==> src/rtl/weight_stream_reader.sv <==
// Read-side controller for single-port block RAM: walks a wrap-around address range
// and presents the 1-cycle-latency read data as a valid/ready stream with last/done.
module weight_stream_reader #(
  parameter int RAM_WIDTH = 16,
  parameter int RAM_DEPTH = 400,
  parameter int RAM_ADDR  = 9
) (
  input  logic                 clk,
  input  logic                 rst_n,
  input  logic                 start,
  input  logic [RAM_ADDR-1:0]  base_addr,
  input  logic [RAM_ADDR:0]    count,
  output logic                 mem_ce,
  output logic [RAM_ADDR-1:0]  mem_addr,
  input  logic [RAM_WIDTH-1:0] mem_rdata,
  output logic                 m_valid,
  input  logic                 m_ready,
  output logic [RAM_WIDTH-1:0] m_data,
  output logic                 m_last,
  output logic                 busy,
  output logic                 done
);

  typedef enum logic [1:0] {
    ST_IDLE  = 2'd0,
    ST_READ  = 2'd1,
    ST_DRAIN = 2'd2
  } state_t;

  localparam logic [RAM_ADDR-1:0] ADDR_LAST = RAM_ADDR'(RAM_DEPTH - 1);
  localparam logic [RAM_ADDR:0]   CNT_ONE   = (RAM_ADDR+1)'(1);
  localparam logic [RAM_ADDR:0]   CNT_ZERO  = (RAM_ADDR+1)'(0);

  state_t                state_r;
  state_t                state_s;
  logic [RAM_ADDR-1:0]   addr_r;
  logic [RAM_ADDR-1:0]   addr_s;
  logic [RAM_ADDR:0]     count_r;
  logic [RAM_ADDR:0]     count_s;
  logic [RAM_ADDR:0]     iss_cnt_r;
  logic [RAM_ADDR:0]     iss_cnt_s;
  logic [RAM_ADDR:0]     pop_cnt_r;
  logic [RAM_ADDR:0]     pop_cnt_s;
  logic                  done_r;
  logic                  done_s;
  logic                  inflight_r;
  logic [RAM_WIDTH-1:0]  fifo_r [3];
  logic [1:0]            wr_ptr_r;
  logic [1:0]            rd_ptr_r;
  logic [1:0]            occ_r;
  logic                  ce_s;
  logic                  push_s;
  logic                  pop_s;
  logic                  last_s;

  function automatic logic [1:0] ptr_inc(input logic [1:0] p);
    return (p == 2'd2) ? 2'd0 : p + 2'd1;
  endfunction

  function automatic logic [RAM_ADDR-1:0] addr_inc(input logic [RAM_ADDR-1:0] a);
    return (a == ADDR_LAST) ? RAM_ADDR'(0) : a + RAM_ADDR'(1);
  endfunction

  // Credit check counts buffered plus in-flight words so the 3-deep FIFO can never overflow.
  always_comb begin
    ce_s   = (state_r == ST_READ) && (({1'b0, occ_r} + {2'b00, inflight_r}) < 3'd3);
    push_s = inflight_r;
    pop_s  = (occ_r != 2'd0) && m_ready;
    last_s = (occ_r != 2'd0) && (pop_cnt_r == (count_r - CNT_ONE));
  end

  // Next-state logic for the command FSM and issue/pop bookkeeping.
  always_comb begin
    state_s   = state_r;
    addr_s    = addr_r;
    count_s   = count_r;
    iss_cnt_s = iss_cnt_r;
    pop_cnt_s = pop_cnt_r;
    done_s    = 1'b0;
    case (state_r)
      ST_IDLE: begin
        if (start) begin
          if (count == CNT_ZERO) begin
            done_s = 1'b1;
          end else begin
            state_s   = ST_READ;
            addr_s    = base_addr;
            count_s   = count;
            iss_cnt_s = CNT_ZERO;
            pop_cnt_s = CNT_ZERO;
          end
        end else begin
          state_s = ST_IDLE;
        end
      end
      ST_READ: begin
        if (ce_s) begin
          addr_s    = addr_inc(addr_r);
          iss_cnt_s = iss_cnt_r + CNT_ONE;
          if ((iss_cnt_r + CNT_ONE) == count_r) begin
            state_s = ST_DRAIN;
          end else begin
            state_s = ST_READ;
          end
        end else begin
          state_s = ST_READ;
        end
      end
      ST_DRAIN: begin
        state_s = ST_DRAIN;
      end
      default: begin
        state_s = ST_IDLE;
      end
    endcase
    // The final word can only leave after every read was issued, i.e. from DRAIN.
    if (pop_s) begin
      pop_cnt_s = pop_cnt_r + CNT_ONE;
      if (last_s) begin
        state_s = ST_IDLE;
        done_s  = 1'b1;
      end else begin
        done_s = done_s;
      end
    end else begin
      pop_cnt_s = pop_cnt_s;
    end
  end

  // Command state registers.
  always_ff @(posedge clk or negedge rst_n) begin
    if (!rst_n) begin
      state_r   <= ST_IDLE;
      addr_r    <= '0;
      count_r   <= '0;
      iss_cnt_r <= '0;
      pop_cnt_r <= '0;
      done_r    <= 1'b0;
    end else begin
      state_r   <= state_s;
      addr_r    <= addr_s;
      count_r   <= count_s;
      iss_cnt_r <= iss_cnt_s;
      pop_cnt_r <= pop_cnt_s;
      done_r    <= done_s;
    end
  end

  // Read-latency capture into the output FIFO; in-flight data is dropped on reset.
  always_ff @(posedge clk or negedge rst_n) begin
    if (!rst_n) begin
      inflight_r <= 1'b0;
      wr_ptr_r   <= 2'd0;
      rd_ptr_r   <= 2'd0;
      occ_r      <= 2'd0;
      fifo_r[0]  <= '0;
      fifo_r[1]  <= '0;
      fifo_r[2]  <= '0;
    end else begin
      inflight_r <= ce_s;
      if (push_s) begin
        fifo_r[wr_ptr_r] <= mem_rdata;
        wr_ptr_r         <= ptr_inc(wr_ptr_r);
      end
      if (pop_s) begin
        rd_ptr_r <= ptr_inc(rd_ptr_r);
      end
      case ({push_s, pop_s})
        2'b10:   occ_r <= occ_r + 2'd1;
        2'b01:   occ_r <= occ_r - 2'd1;
        default: occ_r <= occ_r;
      endcase
    end
  end

  // Output drive, all derived directly from registered state.
  always_comb begin
    mem_ce   = ce_s;
    mem_addr = addr_r;
    m_valid  = (occ_r != 2'd0);
    m_data   = fifo_r[rd_ptr_r];
    m_last   = last_s;
    busy     = (state_r != ST_IDLE);
    done     = done_r;
  end

endmodule

==> config.mk <==
export PLATFORM = sky130hd
export DESIGN_NAME = weight_stream_reader
export DESIGN_NICKNAME = d
export VERILOG_FILES = /design/src/rtl/weight_stream_reader.sv
export SDC_FILE = /design/constraint.sdc
export NUM_CORES = 1
export LEC_CHECK = 0
export ABC_AREA = 1
export CORE_UTILIZATION = 56
export DETAILED_ROUTE_END_ITERATION = 10
export PLACE_DENSITY_LB_ADDON = 0.15
export SLEW_MARGIN = 0
export SYNTH_ARGS = -nofsm -noshare
export SYNTH_HDL_FRONTEND = slang
export SYNTH_SLANG_ARGS = --single-unit
==> constraint.sdc <==
create_clock -name clk -period 3.61 [get_ports clk]
set_input_delay 0.722 -clock clk [delete_from_list [all_inputs] [get_ports clk]]
set_output_delay 0.722 -clock clk [all_outputs]
set_load 0.005 [all_outputs]
==> results of run 1 <==
## layer usage
layer  track usage (%)  wire (µm)  up-vias
met4              8.48        228        0
met5                 0          0        -
met1              33.4       5080     2173
li1                  -          -     2248
met2              46.6       6010      124
met3              3.09        454       23
## through the flow
step	total power, W	setup slack (ns)	instances	utilization (%)	hold slack [ns]
final	0.00538	0.452	829	69.2	0.353
after global routing	0.00586	0.259	829	69.2	0.400
after CTS	0.00541	0.436	829	69.2	0.379
after detailed placement	0.00464	0.841	813	66.8	0.474
after global placement	0.00451	0.930	813	66.8	0.466
after floorplan	0.00366	1.56	654	-	0.426
## cells in the mapped netlist (3+ instances only)
cell      number  share of area [%]
a21oi_1       18                1.8
a22oi_1        3               0.44
buf_2          6               0.59
clkbuf_1      13               0.96
dfrtp_1       97                 48
ha_1           7                1.7
inv_1         84                6.2
inv_2          7               0.52
mux2i_1        3               0.59
nand2_1      170                 13
nand2_2        6               0.74
nand3_1       53                5.2
nand4_1        6               0.74
nor2_1        35                2.6
nor2_2         4               0.49
nor2_4         3               0.66
nor3_1         4               0.39
o211ai_1      16                2.4
o21ai_0       77                7.6
o21ai_1        5               0.49
o22ai_1        8               0.98
xnor2_1        7                1.2
xor2_1         7                1.2
## layout make-up
class / instances / area [µm²]
Clock buffer: 11 / 151
Sequential cell: 97 / 2430
Fill cell: 710 / 2700
Multi-Input combinational cell: 444 / 2230
Inverter: 93 / 352
Clock inverter: 5 / 60.1
Timing Repair Buffer: 71 / 713
Tap cell: 108 / 135
## worst min-delay path by stage
stage / endpoint / slack (ns) / depth (start not counted)
6_report: fifo_r[26] / 0.35 / 1
5_1_grt: fifo_r[26] / 0.40 / 1
4_1_cts: fifo_r[26] / 0.38 / 1
3_5_place_dp: fifo_r[14] / 0.47 / 2
3_3_place_gp: fifo_r[24] / 0.47 / 2
2_1_floorplan: count_r[0] / 0.43 / 0
## sequential cells by signal, indices dropped and copies added (netlist names)
signal,flops
count_r,10
done,1
fifo_r,48
inflight_r,1
iss_cnt_r,10
mem_addr,9
occ_r,2
pop_cnt_r,10
rd_ptr_r,2
state_r,2
wr_ptr_r,2
## placed cells by master, fill, tap and decap left out, types with 2 or more instances in the layout
cell	n
nor2_4	3
clkdlybuf4s50_1	67
o211ai_1	16
nand4_1	6
a21oi_1	18
clkbuf_8	11
a22oi_1	3
buf_4	3
nand3_1	53
o22ai_1	8
nand2_1	170
nand2_2	6
o21ai_0	77
xor2_1	7
a31oi_1	2
inv_6	2
mux2i_1	3
ha_1	7
inv_1	84
or2_2	2
nor2_1	35
o21ai_1	5
nor3_1	4
inv_2	7
xnor2_1	7
dfrtp_1	97
nor2_2	4
## logic make-up after synthesis
logic type | count (synthesis) | synth area share, %
AO/OA/AOI/OAI | 131 | 14.2
XOR/XNOR | 15 | 2.85
adder cells (fa/ha/maj) | 7 | 1.72
buffers and inverters | 113 | 8.60
flip-flops | 97 | 47.7
multiplexers | 3 | 0.590
AND/OR/NAND/NOR | 288 | 24.4
## where the power goes
group | switching [W] | internal [W]
Clock | 0.000391 | 0.000363
Combinational | 0.00148 | 0.00115
Sequential | 0.000422 | 0.00158
Total | 0.00229 | 0.00309
==> flow_summary.yaml, run 1 <==
run_status:
  status: "completed"
grt:
  grt_max_degree: 54
  grt_pass1_wl_um: 20300
  grtUsageTotal_pct: 26.2
  grt_overflow: 0
  grt_antenna_before_repair: 0
  grt_pass1_vias: 4417
die:
  die_area_um2: 9480
  initial_utilization_pct: 58.1
  io_pins: 69
  dieHeight_um: 97.4
  rows: 34
  fp.coreArea_um2: 8760
  die_x_um: 97.4
clock_tree:
  cts-root-buf: "clkbuf_8"
  holdBufCountCts: 0
  clock-sinks: 97
  cts_setup_buffers: 0
  cts-resized-gates: 0
  clkTransAtPathRegs_ns: 0.10
  cts_buffers: 9
  cts_max_path_buffers: 2
  htreeDepth: 3
  insertion_delay_ns: 0.35
  cts_tree: "built"
routing:
  drtIter0Drc: 254
  wire_per_inst_um: 14.2
  vias: 4568
  drtPass1Iterations: 5
  viasPerCell: 5.51
  routed_wl_um: 11800
  drc: 0
  ant_nets: 0
placed_design:
  gp_congestion: 0.933
  placed_area_um2: 5850
  hpwl_um: 8380
  port_buffers: 68
sta:
  tightest_slew_ns: 1.13
  max_freq_mhz: 317
  fin_tns_setup_ns: 0
  rsz0062_at_grt: "no"
  slew_viol_final: 0
  slew_headroom_pct: 24.1
  fin_crit_sh_pct: 87.5
  skew_ns: 0.0145
  hold_violations: 0
  setup_viol: 0
  period_needed_ns: 3.16
power_and_ir_drop:
  power.density_nw_per_um2: 888
  ir_worst_vdd_v: 0.000361
  leakage_nw: 2.91
worst_setup_path:
  cp_top_family: "buffers and inverters"
  cp.depth: 5
  path_cells: "nor2_1 > buf_4 > nand2_1 > o211ai_1 > clkdlybuf4s50_1"
  endpoint: "m_data[12]"
  cp-startpoint: "rd_ptr_r[1]"
  cp.arrival_ns: 2.44
  rrSetupSlack_ns: 1.49
  worstPathRequired_ns: 2.89
  critPathMaxFanout: 19
  slowest_stage: "dfrtp_1"
  crit-reg2reg-launch: "inflight_r"
  worst-setup-path-type: "reg2out"
  r2r-end: "mem_addr[4]"
  endpoint_kind: "output pin"
  reg2regPathDepth: 9
  max_stage_delay_ns: 0.62
  startpoint_type: "register"
  crit_buf_inv: 2
layout:
  num-nets-final: 762
  syn2layout_area_growth_pct: 19.1
  fin_area_um2: 6070
  drive_above_1_share_pct: 6.24
  antenna_cells: 0
logic_synthesis:
  ys_seq_area_share_pct: 47.7
  synth_ff_type: "dfrtp_1"
  syn_avg_cell_area_um2: 7.79
  yosysUniqueCellTypes: 36
  ys_warn_count: 0
  synth_nets: 700
  synth-seq-cells: 97
  synth_edf_count: 0
  netlist_area_um2: 5090
  synthArstFlopShare_pct: 100
  synthCells: 654
hold_path:
  hold_class: "in2async"
job:
  cap_violations: 0
No activity file was read; power rests on OpenSTA's default activity.
==> run 2: changes to the inputs <==
--- a/config.mk
+++ b/config.mk
@@ -8,7 +8,7 @@
 export ABC_AREA = 1
 export CORE_UTILIZATION = 56
 export DETAILED_ROUTE_END_ITERATION = 10
-export PLACE_DENSITY_LB_ADDON = 0.15
+export PLACE_DENSITY = 0.87
 export SLEW_MARGIN = 0
 export SYNTH_ARGS = -nofsm -noshare
 export SYNTH_HDL_FRONTEND = slang
==> flow_summary.yaml, run 2 (synthesis gave the netlist of run 1 again) <==
run_status:
  status: "completed"
routing:
  wire_per_inst_um: 14.2
  ant_nets: 0
  routed_wl_um: 11800
  viasPerCell: 5.53
  met3WireLength_um: 528
  dr.max_layer_used: "met4"
  drt-met1-wl_um: 5040
  vias: 4592
  drtIter0Drc: 230
  wl_met2_um: 6010
  drtPass1Iterations: 5
  drc: 0
layout:
  final_util_pct: 68.9
  multiInputGateArea_um2: 2230
  regArea_um2: 2430
  final_common_cell: "nand2_1"
  syn2layout_area_growth_pct: 18.6
  mostFrequentLayoutCells: "nand2_1, dfrtp_1, inv_1, o21ai_0, clkdlybuf4s50_1"
  instances_no_fill: 830
  largest_register_ffs: 48
  num-nets-final: 763
  drive_above_1_share_pct: 6.23
  fill_cells: 712
  antenna_cells: 0
  largest-register: "fifo_r"
sta:
  fin_tns_setup_ns: 0
  setup_viol: 0
  period_needed_ns: 3.15
  skew_ns: 0.00902
  slew_viol_final: 0
  max_freq_mhz: 317
  hold_violations: 0
  setup_slack_ns: 0.459
  fin_crit_sh_pct: 87.3
  slew_headroom_pct: 24.5
  tightest_slew_ns: 1.13
  rsz0062_at_grt: "no"
die:
  rows: 34
  die_area_um2: 9480
  fp.coreArea_um2: 8760
  initial_utilization_pct: 58.1
  dieHeight_um: 97.4
  die_x_um: 97.4
  io_pins: 69
worst_setup_path:
  reg2regPathDepth: 9
  cp.arrival_ns: 2.43
  crit-reg2reg-launch: "inflight_r"
  r2r-end: "mem_addr[4]"
  endpoint_kind: "output pin"
  worstPathRequired_ns: 2.89
  worst-setup-path-type: "reg2out"
  critPathMaxFanout: 10
  startpoint_type: "register"
  rrSetupSlack_ns: 1.35
placed_design:
  hpwl_um: 8520
  post-place-ws_ns: 0.849
  gp_congestion: 0.919
  port_buffers: 68
  dp_cells: 814
grt:
  grt_antenna_before_repair: 0
  grt_pass1_vias: 4506
  grt_overflow: 0
  grt_pass1_wl_um: 20600
  grtUsageTotal_pct: 26.7
  grt_max_degree: 65
power_and_ir_drop:
  leakage_nw: 2.90
  ir_worst_vdd_v: 0.000391
  power.density_nw_per_um2: 886
clock_tree:
  cts-root-buf: "clkbuf_8"
  cts_buffers: 9
  cts_setup_buffers: 0
  clkTransAtPathRegs_ns: 0.10
  htreeDepth: 3
  holdBufCountCts: 0
  cts-resized-gates: 0
  insertion_delay_ns: 0.36
  cts_tree: "built"
  clock-sinks: 97
  cts_max_path_buffers: 2
hold_path:
  hold_class: "in2async"
job:
  cap_violations: 0
[run 2: changes by cell type in the layout (fill, tap and decap cells not counted)]
cell,change
buf_12,-1
clkbuf_8,-2
buf_4,+2
clkinv_2,+1
clkbuf_1,+1
[run 2: power breakdown]
| group | switching (W) | internal [W] |
|---|---|---|
| logic | 0.00148 | 0.00114 |
| clock network | 0.000389 | 0.000324 |
| registers | 0.000435 | 0.00158 |
[run 2: layout make-up]
class	instances	share of cell area (%)
multi-input combinational	444	36.9
tap	108	2.24
inverter	93	5.82
clock inverter	6	1.08
sequential	97	40.2
clock buffer	10	2.11
timing repair buffer	72	11.7
[run 2: metal layers]
layer | track usage (%) | up-vias
met1 | 34.6 | 2183
met5 | 0 | -
met2 | 46.0 | 137
met4 | 10.7 | 0
li1 | - | 2253
met3 | 2.81 | 19
[run 2: through the flow]
| step | power (W) | area [µm²] | hold WS (ns) |
|---|---|---|---|
| 6_report | 0.00535 | 6040 | 0.437 |
| 5_1_grt | 0.00584 | 6040 | 0.504 |
| 4_1_cts | 0.00536 | 6040 | 0.468 |
| 3_5_place_dp | 0.00464 | 5850 | 0.473 |
| 3_3_place_gp | 0.00448 | 5850 | 0.466 |
| 2_1_floorplan | 0.00366 | 5090 | 0.426 |
[run 2: worst max path at each step]
stage	startpoint	slack [ns]	end	depth (start not counted)
2_1_floorplan	count_r[0]	1.56	m_last	12
5_1_grt	count_r[1]	0.20	m_last	13
3_5_place_dp	inflight_r	0.85	mem_ce	6
3_3_place_gp	inflight_r	0.87	mem_ce	6
6_report	inflight_r	0.46	mem_ce	6
4_1_cts	inflight_r	0.45	mem_ce	6
[run 2: critical path, cell delays in order, from the launching register on]
cell and delay, ns:
dfrtp_1 0.46, ha_1 0.23, ha_1 0.27, a21oi_1 0.20
nand2_2 0.20, inv_1 0.19, clkdlybuf4s50_1 0.53
